--- src/rtl/dff_bank_arb_pkg.sv ---
// Shared types and helpers for the DFF bank write arbiter.
package dff_bank_arb_pkg;

  // Transaction FSM; encoding 2'd3 is unused and recovers to StIdle.
  typedef enum logic [1:0] {
    StIdle  = 2'd0,
    StWrite = 2'd1,
    StAck   = 2'd2
  } state_e;

  // Widest one-hot vector the helper can produce; callers truncate to their own width.
  localparam int unsigned OneHotMax = 64;

  // Index to one-hot; indices beyond OneHotMax yield all zeros.
  function automatic logic [OneHotMax-1:0] idx_to_onehot(input int unsigned idx);
    logic [OneHotMax-1:0] oh;
    oh = '0;
    if (idx < OneHotMax) begin
      oh = {{(OneHotMax-1){1'b0}}, 1'b1} << idx;
    end
    return oh;
  endfunction

endpackage

--- src/rtl/dff_bank_write_arbiter_rr_arbiter.sv ---
// Combinational round-robin picker: first set request at or above the pointer, wrapping.
module rr_arbiter #(
  parameter int unsigned NUM_REQ = 4,
  localparam int unsigned IdxW = $clog2(NUM_REQ)
) (
  input  logic [NUM_REQ-1:0] req_i,
  input  logic [IdxW-1:0]    ptr_i,
  output logic [IdxW-1:0]    winner_o,
  output logic               any_o
);

  int unsigned idx;
  logic        found;

  // Scan NUM_REQ positions starting at the pointer; the first hit wins.
  always_comb begin
    winner_o = '0;
    any_o    = |req_i;
    found    = 1'b0;
    idx      = 0;
    for (int unsigned off = 0; off < NUM_REQ; off++) begin
      idx = (32'(ptr_i) + off) % NUM_REQ;
      if (!found && req_i[idx]) begin
        winner_o = IdxW'(idx);
        found    = 1'b1;
      end
    end
  end

endmodule

--- src/rtl/dff_bank_write_arbiter.sv ---
// Round-robin arbiter for the single write port of an enable-gated DFF register bank.
// One transaction is IDLE -> WRITE (one Enable pulse) -> ACK (Ack/Error pulse) -> IDLE.
module dff_bank_write_arbiter
  import dff_bank_arb_pkg::*;
#(
  parameter int unsigned NUM_REQ    = 4,
  parameter int unsigned NUM_REGS   = 8,
  parameter int unsigned DATA_WIDTH = 8,
  parameter int unsigned ADDR_WIDTH = 3
) (
  input  logic                             clk_i,
  input  logic                             rst_ni,
  input  logic [NUM_REQ-1:0]               req_i,
  input  logic [NUM_REQ*ADDR_WIDTH-1:0]    addr_i,
  input  logic [NUM_REQ*DATA_WIDTH-1:0]    data_i,
  output logic [NUM_REQ-1:0]               grant_o,
  output logic [NUM_REQ-1:0]               ack_o,
  output logic                             error_o,
  output logic [NUM_REGS-1:0]              enable_o,
  output logic [DATA_WIDTH-1:0]            d_o,
  output logic                             busy_o
);

  localparam int unsigned IdxW = $clog2(NUM_REQ);

  state_e                  state_q;
  logic [IdxW-1:0]         ptr_q;
  logic [IdxW-1:0]         win_q;
  logic [ADDR_WIDTH-1:0]   addr_q;
  logic [NUM_REQ-1:0]      grant_q;
  logic [NUM_REQ-1:0]      ack_q;
  logic                    error_q;
  logic [NUM_REGS-1:0]     enable_q;
  logic [DATA_WIDTH-1:0]   d_q;

  logic [IdxW-1:0]         arb_winner;
  logic                    arb_any;
  logic [ADDR_WIDTH-1:0]   addr_sel;
  logic [DATA_WIDTH-1:0]   data_sel;
  logic [NUM_REGS-1:0]     enable_dec;
  logic [NUM_REQ-1:0]      grant_dec;
  logic [NUM_REQ-1:0]      ack_dec;
  logic                    addr_q_in_range;
  logic [IdxW-1:0]         ptr_next;

  rr_arbiter #(
    .NUM_REQ (NUM_REQ)
  ) u_rr_arbiter (
    .req_i    (req_i),
    .ptr_i    (ptr_q),
    .winner_o (arb_winner),
    .any_o    (arb_any)
  );

  // Select the winner's address/data and pre-decode the registered outputs for the IDLE edge.
  always_comb begin
    addr_sel  = addr_i[32'(arb_winner)*ADDR_WIDTH +: ADDR_WIDTH];
    data_sel  = data_i[32'(arb_winner)*DATA_WIDTH +: DATA_WIDTH];
    grant_dec = NUM_REQ'(idx_to_onehot(32'(arb_winner)));
    // Out-of-range addresses must never touch the bank.
    if (32'(addr_sel) < NUM_REGS) begin
      enable_dec = NUM_REGS'(idx_to_onehot(32'(addr_sel)));
    end else begin
      enable_dec = '0;
    end
  end

  // Values derived from the latched transaction, used in WRITE and ACK.
  always_comb begin
    ack_dec         = NUM_REQ'(idx_to_onehot(32'(win_q)));
    addr_q_in_range = (32'(addr_q) < NUM_REGS);
    ptr_next        = (32'(win_q) == NUM_REQ - 1) ? '0 : win_q + 1'b1;
  end

  // Transaction FSM with registered outputs; synchronous reset aborts any write in flight.
  always_ff @(posedge clk_i) begin
    if (!rst_ni) begin
      state_q  <= StIdle;
      ptr_q    <= '0;
      win_q    <= '0;
      addr_q   <= '0;
      grant_q  <= '0;
      ack_q    <= '0;
      error_q  <= 1'b0;
      enable_q <= '0;
      d_q      <= '0;
    end else begin
      case (state_q)
        StIdle: begin
          ack_q    <= '0;
          error_q  <= 1'b0;
          enable_q <= '0;
          grant_q  <= '0;
          if (arb_any) begin
            win_q    <= arb_winner;
            addr_q   <= addr_sel;
            d_q      <= data_sel;
            grant_q  <= grant_dec;
            enable_q <= enable_dec;
            state_q  <= StWrite;
          end
        end
        StWrite: begin
          // Grant and D hold; the Enable pulse ends and the owner is acknowledged.
          enable_q <= '0;
          ack_q    <= ack_dec;
          error_q  <= !addr_q_in_range;
          state_q  <= StAck;
        end
        StAck: begin
          ack_q   <= '0;
          error_q <= 1'b0;
          grant_q <= '0;
          ptr_q   <= ptr_next;
          state_q <= StIdle;
        end
        default: begin
          ack_q    <= '0;
          error_q  <= 1'b0;
          grant_q  <= '0;
          enable_q <= '0;
          state_q  <= StIdle;
        end
      endcase
    end
  end

  assign grant_o  = grant_q;
  assign ack_o    = ack_q;
  assign error_o  = error_q;
  assign enable_o = enable_q;
  assign d_o      = d_q;
  assign busy_o   = (state_q != StIdle);

endmodule

--- config.mk ---
export PLATFORM = sky130hd
export DESIGN_NAME = dff_bank_write_arbiter
export DESIGN_NICKNAME = d
export VERILOG_FILES = /design/src/rtl/dff_bank_arb_pkg.sv /design/src/rtl/dff_bank_write_arbiter_rr_arbiter.sv /design/src/rtl/dff_bank_write_arbiter.sv
export SDC_FILE = /design/constraint.sdc
export NUM_CORES = 1
export LEC_CHECK = 0
export CORE_MARGIN = 5
export CORE_UTILIZATION = 43
export DETAILED_ROUTE_END_ITERATION = 6
export PLACE_DENSITY_LB_ADDON = 0.1
export SLEW_MARGIN = 30
export SYNTH_ARGS = -nofsm -noshare
export SYNTH_HDL_FRONTEND = slang
export SYNTH_SLANG_ARGS = --single-unit
export TNS_END_PERCENT = 1
--- constraint.sdc ---
create_clock -name clk_i -period 5.85 [get_ports clk_i]
set_input_delay 1.17 -clock clk_i [delete_from_list [all_inputs] [get_ports clk_i]]
set_output_delay 1.17 -clock clk_i [all_outputs]
set_load 0.02 [all_outputs]
### Word level (Yosys, flattened, before mapping)

Cells that the tools add are included.

* $add $sub $neg: 4
* multipliers: 1
* $lt $le $gt $ge: 4
* equal/unequal tests: 4
* shifts and indexed selects: 5
* mux-type cells: 22
* reduce and logical (&&, ||, !) cells: 11

Operators by type and width (count)
* indexed part select 32 x 6 -> 8 bit: 1
* one-hot mux 8 bit (2 select lines): 1
* < comparator 2 x 3 -> 1 bit (second input constant): 4
* two-way mux 2 bit: 6
* indexed part select 12 x 5 -> 3 bit: 1
* binary-select mux 1 bit (select 2 bit): 4
* two-way mux 8 bit: 1
* one-hot mux 4 bit (2 select lines): 1
* left shift 1 x 2 -> 4 bit (first input constant): 2
* left shift 1 x 3 -> 8 bit (first input constant): 1
* two-way mux 1 bit: 7
* adder 2 x 1 -> 2 bit (second input constant): 2
* adder 2 bit (second input constant): 2
* == test 2 bit (second input constant): 2
* multiplier 2 x 2 -> 4 bit (second input constant): 1
* two-way mux 4 bit: 1
* one-hot mux 2 bit (2 select lines): 1
* AND reduction 2 bit: 2
* OR reduction 4 bit: 1
* logical AND 1 bit: 3
* logical NOT 1 bit: 3
* == test 2 x 1 -> 1 bit (second input constant): 1
* logical NOT 2 bit: 1
* != test 2 bit (second input constant): 1
* nonzero test 2 bit: 1

* register bits: 30
* input bits: 50
* output and inout bits: 26
* logic and storage cells: 58

### Logic depth before layout (Yosys ltp)

* word-level depth: 17
* mapped depth: 8
* gate-level depth less buffers: 6

### Modules after synthesis

A second synthesis with hierarchy kept.

* cells, all modules: 143
* area total of the unflattened synthesis: 1473.9 um^2

Modules (own cells, without submodules)
* dff_bank_write_arbiter: times used 1, cells each 128, area an instance 1396.3 um^2, sequential area each 600.6 um^2
* rr_arbiter: times used 1, cells each 15, area an instance 77.6 um^2, sequential area each 0.0 um^2

### Worst setup path after synthesis

OpenSTA, ideal clock, no wires.

* kind: input-to-reg
* start: input req_i[2]
* end: register enable_q[0], in the netlist enable_o[0]
* library setup time: 87 ps
* arrival time: 2559 ps
* required time: 5763 ps
* slack: 3204 ps
* cell stages on the path: 6
* buffers on the path: 0
* cell sequence: nor2b_4 a21o_1 a211o_1 a211o_1 a211o_1 o31ai_1

* word-level cells in the longest chain between the ends: 17
* elaborated cells between the ends (all ways): 27
* those cells by class: 1 x mul; 2 x shift; 17 x mux; 7 x reduce/logical

Ends and longest elaborated chain
* from (decl): line dff_bank_write_arbiter.sv:13 `input logic [NUM_REQ-1:0] req_i,`
* binary-select mux 1 bit (select 2 bit): line dff_bank_write_arbiter_rr_arbiter.sv:23 `if (!found && req_i[idx]) begin`
* two-way mux 1 bit (implied by the code): line dff_bank_write_arbiter_rr_arbiter.sv:23
* two-way mux 1 bit: line dff_bank_write_arbiter_rr_arbiter.sv:23
* logical NOT 1 bit: line dff_bank_write_arbiter_rr_arbiter.sv:23
* logical AND 1 bit: line dff_bank_write_arbiter_rr_arbiter.sv:23
* two-way mux 1 bit: line dff_bank_write_arbiter_rr_arbiter.sv:23
* logical NOT 1 bit: line dff_bank_write_arbiter_rr_arbiter.sv:23
* logical AND 1 bit: line dff_bank_write_arbiter_rr_arbiter.sv:23
* two-way mux 1 bit: line dff_bank_write_arbiter_rr_arbiter.sv:23
* logical NOT 1 bit: line dff_bank_write_arbiter_rr_arbiter.sv:23
* logical AND 1 bit: line dff_bank_write_arbiter_rr_arbiter.sv:23
* two-way mux 2 bit: line dff_bank_write_arbiter_rr_arbiter.sv:23
* multiplier 2 x 2 -> 4 bit: line dff_bank_write_arbiter.sv:57 `addr_sel = addr_i[32'(arb_winner)*ADDR_WIDTH +: ADDR_WIDTH];`
* indexed part select 12 x 5 -> 3 bit: line dff_bank_write_arbiter.sv:57
* left shift 1 x 3 -> 8 bit: line dff_bank_arb_pkg.sv:19 `oh = {{(OneHotMax-1){1'b0}}, 1'b1} << idx;`
* two-way mux 8 bit *: line dff_bank_write_arbiter.sv:94 `if (arb_any) begin`
* one-hot mux 8 bit (2 select lines) *: line dff_bank_write_arbiter.sv:88 `case (state_q)`
* to (signal assigned): line dff_bank_write_arbiter.sv:99 `enable_q <= enable_dec;`
* to (decl): line dff_bank_write_arbiter.sv:33 `logic [NUM_REGS-1:0] enable_q;`

Every way passes the cells marked *; elsewhere a longest branch is shown, timed or not. The select of a mux whose other input is x is not followed.
A chain may end at the register's enable or synchronous reset.

### Worst setup path in the final report

* start: input req_i[0]
* end: register enable_q[3], in the netlist enable_o[3]

Same word-level chain as after synthesis.

==> results.md <==
- Using the TritonRoute via totals, the vias-per-cell ratio works out to between 5 and 6.
- The most instantiated flip-flop cell in the synthesis netlist is dfxtp_1.
- The number of global-route vias before repair was 1598.
- The data required time of the worst path is 6.10 ns.
- The number of antenna diodes is 0.
- For this run, the detailed router's first-pass iteration total came to 4.
- The die is around 70 microns tall.
- The largest individual stage delay along the critical path comes from the cell or2_1.
- The initial antenna violation count is 0.
- The worst register-to-register path has a depth of 5.
- The reported max-cap violation count is 0.
- The final total power is 0.6150 mW.
- The number of buffers added for setup after CTS is 0.
- The core region is around 3400 sq um.
- For the worst setup path, the data arrival time is 4.00 ns.
- The total negative setup slack is 0 ns.
- The number of vias in the routed layout is around 1600.
- The final number of hold-violating endpoints was 0.
- For hold timing, the worst endpoint is enable_o[7]$_SDFFE_PN0P_.
- Headroom to the max-slew limit came out at around two fifths.
- Clock tree synthesis selected as its root buffer the cell clkbuf_4.
- Across all register-to-register paths, the minimum setup slack is 3.04 ns.
- The first global-routing pass estimated 7.548 mm of wire.
- The launch point of the worst path is req_i[0].
- The count of instances resized after the clock tree is built is 0.
- The worst min-delay path class is reg2reg.
- The count of flip-flops with a built-in enable after synthesis is 0.
- Once the floorplan was initialized, standard cells occupied 44.79% of the core.
- The startpoint identified for the worst register-to-register timing path is ptr_q[1]$_SDFFE_PN0N_.
- Counting instances, the worst hold path has a depth of 2.
- Clock tree synthesis inserted a total of 5 buffers.
- Compared with the post-synthesis result, the final layout area differs by 56.31%.
- The run finished with clean final reports.
- The instance count of the mapped netlist is 173.
- The register bit total from synthesis is 30.
- Clock latency on the worst-skew pair, taken at its later pin, is 0.34 ns.
- The count of nets left with antenna violations once routing finished came out at 0.
- The maximum ir drop on the vdd rail is 0.1675 mV.
- Setup violations remaining at the end of the flow were counted as 0.
- The half-perimeter wire length after placement is about 3.4 mm.
- The class of the most critical setup path is in2reg.
- Summed over all layers, the global routing overflow is 0.
- The average size of a mapped cell is 8.708 sq um.
- The count of pins over their slew limit is 0.
- The H-tree depth is 2.
- For this design the ratio of total power to cell area is 261.2 nW/um^2.
- The leakage power is 0.8979 nW.
- The post-synthesis cell type with the largest combined area is dfxtp_1.
- The kind of end point of the critical path is a flop.
- The number of unique standard cell types used by synthesis is 35.
- In this run the critical register-to-register path is captured at enable_o[3]$_SDFFE_PN0P_.
- Timing would allow up to 267.1 MHz.
- At the end of routability-driven placement, the weighted congestion stood at 0.8240.
- Entering global routing, the biggest net connects 26 pins.
- Setup repair after global routing left no endpoint under its margin.
- Of all nets on the critical path, the largest fanout is 25.
- The origin of the worst min-delay path is enable_o[7]$_SDFFE_PN0P_.
- The period utilization is 63.99%.
- The overall global routing resource usage is between 10% and 20%.
- Walking the worst path, the cells encountered are clkdlybuf4s50_1 -> nand2_2 -> a311oi_2 -> or2_1 -> mux2_1 -> o31ai_1.
- The clock tree buffer depth is 2.
- In this run the cell area of the synthesized design comes to 1506 sq um.
- Synthesis produced a netlist with a net count of 224.
- From left edge to right edge, the die measures 69.19 microns.
- The detailed router finished its first iteration with 101 violations.
- The standard-cell row count is 21.
- Yosys attributes the largest share of cell area to dfxtp_1 40%, nand2_1 8.5%, a311o_1 5.3%.
- The wire length per cell after detailed routing is ~16 microns.
- In the routed design, unresolved DRC markers number 0.
- In this run the tool buffered the top-level ports with 74 buffer cells.
- The TritonCTS clock tree is done.
- 76 I/O pins were placed.
- The number of nets in the layout is 295.
- Wires add up to 4.537 mm.
- The delay contributed by the slowest stage of the critical path is 0.78 ns.
- For the pin with the worst max-slew slack, the measured transition is 0.8817 ns.
- For this run, the register share of the synthesized area comes to 39.87%.
- The proportion of register bits with asynchronous set or reset after synthesis is 0%.
- The floorplan step defined a die boundary enclosing ~4800 sq um.
- The post-route netlist has 6.122% of its cells at a drive strength greater than 1.
- The type of element launching the critical path is an input port.
- The clock transition at the registers of the reported paths is 0.10 ns.
- After clock tree synthesis, the flow added hold-fix buffers numbering 0.
- The time the final worst path needs with I/O delays and setup is 3.743 ns.
- During synthesis, Yosys emitted a total of 0 warnings.
- Across the routed clock network, the largest skew measured is 0.006519 ns.
- In this run the biggest area consumer among cell types represents between 30 and 40% of the synthesized area.
- CTS saw 30 sinks.
-- worst max path at each step --
| stage | to | slack (ns) | cells after the start |
|---|---|---|---|
| after floorplan | enable_o[0]$_SDFFE_PN0P_ | 3.20 | 6 |
| after global placement | enable_o[2]$_SDFFE_PN0P_ | 1.90 | 6 |
| after detailed placement | enable_o[3]$_SDFFE_PN0P_ | 1.75 | 6 |
| after CTS | enable_o[3]$_SDFFE_PN0P_ | 2.14 | 6 |
| after global routing | enable_o[5]$_SDFFE_PN0P_ | 1.91 | 7 |
| final | enable_o[3]$_SDFFE_PN0P_ | 2.11 | 6 |
-- cells in the mapped netlist, types with 2 or more instances --
master and count:
mux2i_1 7, a311o_1 8, inv_1 3, nor2_1 13, a211oi_1 8, nand2_1 34
nor3b_1 10, o31ai_1 8, clkbuf_1 3, a32o_1 4, a21o_1 2, a211o_1 4
nand2b_1 3, dfxtp_1 30, buf_4 4, a21oi_1 13
-- cells in the final DEF, fill, tap and decap left out, drive strengths merged, types with 2 or more instances in the layout --
cell,Yosys,final
clkdlybuf4s50,0,74
nand2,35,35
dfxtp,30,30
a21oi,13,13
nor2,13,13
nor3b,10,10
a211oi,9,9
o31ai,8,8
a311o,8,8
mux2i,7,7
clkbuf,4,6
a211o,4,4
a32o,4,4
inv,3,3
nand2b,3,3
a21o,2,2
bufinv,0,2
or2,2,2
mux2,2,2
-- sequential cells by signal, indices dropped and copies added (netlist names) --
register,count
enable_o,8
win_q,2
d_o,8
ptr_q,2
grant_o,4
ack_o,4
state_q,2
-- where the power goes --
part           total [mW]  internal [mW]  switching (mW)
Sequential          0.230          0.219          0.0102
Clock               0.222          0.145          0.0773
Combinational       0.163         0.0836          0.0798
-- logic make-up (layout without fill, tap and decap cells) --
| kind of cell | count (synthesis) | count (layout) | share of synthesized area [%] |
|---|---|---|---|
| compound gates | 49 | 49 | 25.41 |
| fa+ha+maj | 1 | 1 | 0.8304 |
| buf+inv | 14 | 86 | 5.315 |
| flops | 30 | 30 | 39.87 |
| mux | 9 | 9 | 6.146 |
| other cells | 1 | 1 | 0.2489 |
| simple gates | 69 | 69 | 22.18 |
-- critical path, delay by kind of cell --
family	cells	cell delay, ns
AOI/OAI and AO/OA	2	0.97
and+or+nand+nor	2	0.85
buffers and inverters	1	0.55
muxes	1	0.44
-- per-layer routing --
layer	vias to the layer above	share of wire, %	global-route usage, %
li1	768	-	-
met1	725	41	21.94
met2	67	48	31.89
met3	13	8.9	8.696
met4	0	2.4	8.243
met5	-	0	0
-- cell type report --
| type | count | area (sq um) |
|---|---|---|
| clock inverters | 2 | 60.06 |
| clock buffers | 6 | 51.30 |
| fillers | 310 | 1008 |
| repair buffers | 75 | 748.2 |
| multi-input cells | 129 | 825.8 |
| flip-flops and latches | 30 | 600.6 |
| inverters | 3 | 11.26 |
| well taps | 46 | 57.56 |
-- per-stage QoR --
step	cells	setup slack, ns	utilization [%]	hold slack (ns)	instance area [sq um]
3_5_place_dp	283	1.751	66.70	0.4454	2243
4_1_cts	291	2.138	70.01	0.4673	2355
3_3_place_gp	283	1.901	66.70	0.4398	2243
2_1_floorplan	173	3.204	-	0.4560	1506
5_1_grt	291	1.908	70.01	0.4898	2355
6_report	291	2.107	70.01	0.4667	2355
Note: power is estimated with default switching activity, not from simulation.
